===== config.mk =====
export PLATFORM = sky130hd
export DESIGN_NAME = lfsr16
export DESIGN_NICKNAME = d
export VERILOG_FILES = /design/src/rtl/axis_sequence_checker_pkg.sv /design/src/rtl/axis_sequence_checker_lfsr16.sv
export SDC_FILE = /design/constraint.sdc
export NUM_CORES = 1
export LEC_CHECK = 0
export BUFFER_PORTS_ARGS = -buffer_cell sky130_fd_sc_hd__buf_2
export CAP_MARGIN = 20
export CORE_AREA = 2 2 39 41
export CTS_CLUSTER_SIZE = 14
export DETAILED_ROUTE_END_ITERATION = 8
export DIE_AREA = 0 0 41 43
export HOLD_SLACK_MARGIN = 0.1
export PLACE_DENSITY = 0.76
export SYNTH_ARGS = -nofsm -noshare
export SYNTH_HDL_FRONTEND = slang
export SYNTH_SLANG_ARGS = --single-unit

===== constraint.sdc =====
create_clock -name clock -period 2.5 [get_ports clock]
set_input_delay 0.5 -clock clock [delete_from_list [all_inputs] [get_ports clock]]
set_output_delay 0.5 -clock clock [all_outputs]
set_load 0.03 [all_outputs]

===== src/rtl/axis_sequence_checker_pkg.sv =====
// Shared definitions for the AXI-stream sequence checker: FSM state
// encoding and the constants of the optional stall LFSR.
package axis_sequence_checker_pkg;

  // SYNC waits for the first beat, TRACK compares against the expected value
  typedef enum logic {
    SYNC  = 1'b0,
    TRACK = 1'b1
  } state_e;

  localparam int unsigned LFSR_W = 16;

  // Reset seed and Galois feedback taps (x^16 + x^14 + x^13 + x^11 + 1)
  localparam logic [LFSR_W-1:0] LFSR_SEED = 16'hACE1;
  localparam logic [LFSR_W-1:0] LFSR_TAPS = 16'hB400;

  // One right-shifting Galois step
  function automatic logic [LFSR_W-1:0] lfsr_next(input logic [LFSR_W-1:0] v);
    return (v >> 1) ^ (v[0] ? LFSR_TAPS : LFSR_W'(0));
  endfunction

endpackage


===== src/rtl/axis_sequence_checker_lfsr16.sv =====
// Free-running 16-bit Galois LFSR used to throttle iready when the stall
// feature is compiled in.
module lfsr16
  import axis_sequence_checker_pkg::*;
(
  input  logic              clock,
  input  logic              reset,
  input  logic              enable,
  output logic [LFSR_W-1:0] value
);

  // Seed on reset, otherwise advance one step per enabled cycle
  always_ff @(posedge clock) begin
    if (reset) begin
      value <= LFSR_SEED;
    end else if (enable) begin
      value <= lfsr_next(value);
    end
  end

endmodule


; ---- Word level (Yosys, flattened, before mapping)
; Cells that the tools add are included.
[totals]
reg_bits = 16
inputBits = 3
out_inout_bits = 16
elab_cells = 3
[op_classes]
n_mux = 1
bitwise_logic = 1
[ops]
columns = operator, count
row1 = $mux 16, 1
row2 = $xor 15x16->16, 1

; ---- Logic depth before layout (Yosys ltp)
[logic_depth]
depth_word = 2
depth_mapped = 4
depth_no_buf = 2

; ---- Worst setup path before layout
; OpenSTA, ideal clock, no wires.
[synth_timing]
path_type = input-to-reg
startpoint = input port enable
endpoint = register value[5]
t_arrival_ps = 989
required_time_ps = 2380
slack_ps = 1391
stages = 3
path_buffers = 2
path_cell_list = buf_6 buf_12 a211o_1
[synth_lines]
columns = item, line_no
row1 = "start, declared", axis_sequence_checker_lfsr16.sv:8  ; input logic enable,
row2 = "end signal, assigned", axis_sequence_checker_lfsr16.sv:17  ; value <= lfsr_next(value);
row3 = "end, declared", axis_sequence_checker_lfsr16.sv:9  ; output logic [LFSR_W-1:0] value
; No word-level cell between the ends.

; ---- Worst setup path after layout
[layout_timing]
startpoint = register value[0]
endpoint = output port value[0]
; No word-level cell between the ends.

==> summary.md <==
| Metric | Value |
|---|---|
| Status | `complete, no violations` |
| Synthesized flop and latch total | `16` |
| R2R cell count | `2` |
| Max-cap violation count | `0` |
| Core Area | `1384 um2` |
| RR Endpoint | `value[0]` |
| Dpl hpwl | `702.2 um` |
| Syn avg cell area | `11.24 um2` |
| Worst hold path cell count | `1` |
| Yosys top cell by area | `dfxtp_1` |
| Cell Area, Synth | `629.4 um2` |
| Via Count | `452` |
| Crit path kind | `flip-flop to primary output` |
| CP max-delay cell | `dfxtp_1` |
| Die Width | `41 um` |
| Io pins | `19` |
| Vias in the first global route | `371` |
| Hold Crit Class | `flip-flop to flip-flop` |
| Max clock buf depth | `2` |
| Total grt overflow | `0` |
| Initial antenna violation count | `0` |
| Drt first-iter violations | `6` |
| Max Clock Freq | `673.9 MHz` |
| Post-Place Worst Slack | `1.013 ns` |
| Endpoints failing setup | `0` |
| Largest registers | `value (16)` |
| Max reg flops | `16` |
| Antenna viol nets, final | `0` |
| Via density | `5.022` |
| HP Start | `value[12]` |
| Cell chain of the critical path | `buf_2` |
| Row count | `14` |
| Worst-path clk slew | `0.09 ns` |
| Distinct cells, synth | `16` |
| Register area share after synthesis | `50.89%` |
| Post-Place Cell Area | `698.2 um2` |
| Post-Syn Instances | `56` |
| Largest fanout on the critical path | `6` |
| Drt wl/cell | `11.16 um` |
| Final hold violations | `0` |
| Net Count, Synth | `59` |
| Fin worst setup slack | `1.016 ns` |
| Arr. time, crit path | `0.98 ns` |
| Most frequent cells in the layout | `buf_2, dfxtp_1, nor2_1` |
| Layout cells sized above 1 | `36.49%` |
| Relative slew slack | `70.40%` |
| Top post-synthesis cells by area | `dfxtp_1, mux2i_1, a211o_1` |
| WP data required | `2.00 ns` |
| Final Cell Area | `734.5 um2` |
| Initial Utilization | `45.48%` |
| Postcts setup bufs | `0` |
| Root buffer cell | `clkbuf_4` |
| DRC violations left | `0` |
| CTS H-Tree Depth | `1` |
| CTS tree | `yes` |
| Die Ht | `43 um` |
| GRT Overall Usage | `13.68%` |
| Reg2Reg Setup Slack | `1.59 ns` |
| Hold EP | `value[11]` |
| Crit end category | `primary output` |
| Port Buffers | `18` |
| Worst clock skew | `0.004628 ns` |
| Pwr Density | `747.4 nW/um2` |
| ANT cells | `0` |
| P_leak | `0.3434 nW` |
| Final WL | `1.004 mm` |
| Biggest register | `value` |
| Share of the synthesized area in the top cell type | `50.89%` |
| Reg-to-Reg Start | `value[0]` |
| First-pass GRT wire length | `1.593 mm` |
| Worst path top cell family by delay | `flip-flops` |
| Cts hold-fix bufs | `0` |
| Clock latency on the worst-skew pair | `0.28 ns` |
| CTS buffer count | `3` |
| Worst-margin pin slew | `0.4440 ns` |
| Commonest non-fill, non-tap cell in the layout | `buf_2` |
| RSZ-0062 raised after global routing | `no` |
| Crit share post-route | `59.35%` |
| Min Clock Period, post-route | `1.484 ns` |
| DR pass1 iterations | `3` |
| Largest net degree at the start of global routing | `25` |
| Slowest stage delay, CP | `0.46 ns` |
| Buffers and inverters on the worst path | `1` |
| YS warnings | `0` |
| Clk sinks | `16` |
| # resized after CTS | `0` |
| VDD IR max | `0.0003347 V` |
| Synthesis-to-finish area growth | `16.70%` |
| Setup crit start kind | `flip-flop` |
| Final net count | `78` |
| TNS Setup | `0 ns` |
| Die Area | `1763 um2` |
| GPL Wtd Cong | `0.6521` |
| Slew Viols, Final | `0` |
[area by class of cell]
cell class,instances,area (um2)
Fill cell,128,649.4
Sequential cell,16,320.3
Multi-Input combinational cell,36,267.8
Timing Repair Buffer,18,90.09
Clock buffer,4,36.28
Tap cell,16,20.02
[report_power, final]
group          switching [mW]  total (mW)  internal (mW)
combinational          0.0621      0.0989         0.0368
clock                  0.0746       0.163         0.0885
sequential             0.0142       0.287          0.273
[routing by layer]
layer  global-route usage (%)  wire (um)
met5                        0          0
met4                    10.00          9
met3                    4.712         72
met2                    18.75        450
met1                    16.89        472
[logic make-up after synthesis]
family          count (synthesis)  share of synthesized area (%)
mux                             7                          11.13
flops                          16                          50.90
simple gates                   17                          15.31
compound gates                  9                          11.93
xor+xnor                        3                          4.176
buf+inv                         4                          6.559
[worst max path at each step]
stage,slack (ns),startpoint,cells past startpoint,to
after floorplan,1.39,enable,3,value[5]
after global placement,1.04,enable,3,value[7]
after detailed placement,1.01,enable,3,value[7]
after global routing,0.97,value[0],1,value[0]
after CTS,1.0,value[0],1,value[0]
final,1.02,value[0],1,value[0]
[synthesized netlist by cell type]
master / number
buf_2: 1
nor2b_1: 2
a21oi_1: 2
clkbuf_2: 1
and2b_4: 1
dfxtp_1: 16
mux2i_1: 7
nor2_1: 8
a211o_1: 6
nor3_1: 2
xnor2_1: 3
and2b_1: 1
and2b_2: 3
a211oi_2: 1
buf_6: 1
buf_12: 1
[per-stage QoR]
step	hold slack (ns)	cells	total power [mW]	utilization (%)
after CTS	0.5018	90	0.5574	53.07
final	0.4992	90	0.5489	53.07
after detailed placement	0.4741	86	0.3924	50.45
after floorplan	0.6455	56	0.3725	-
after global routing	0.5334	90	0.5792	53.07
after global placement	0.4793	86	0.3906	50.45
Power figures use the tool's default switching activity.
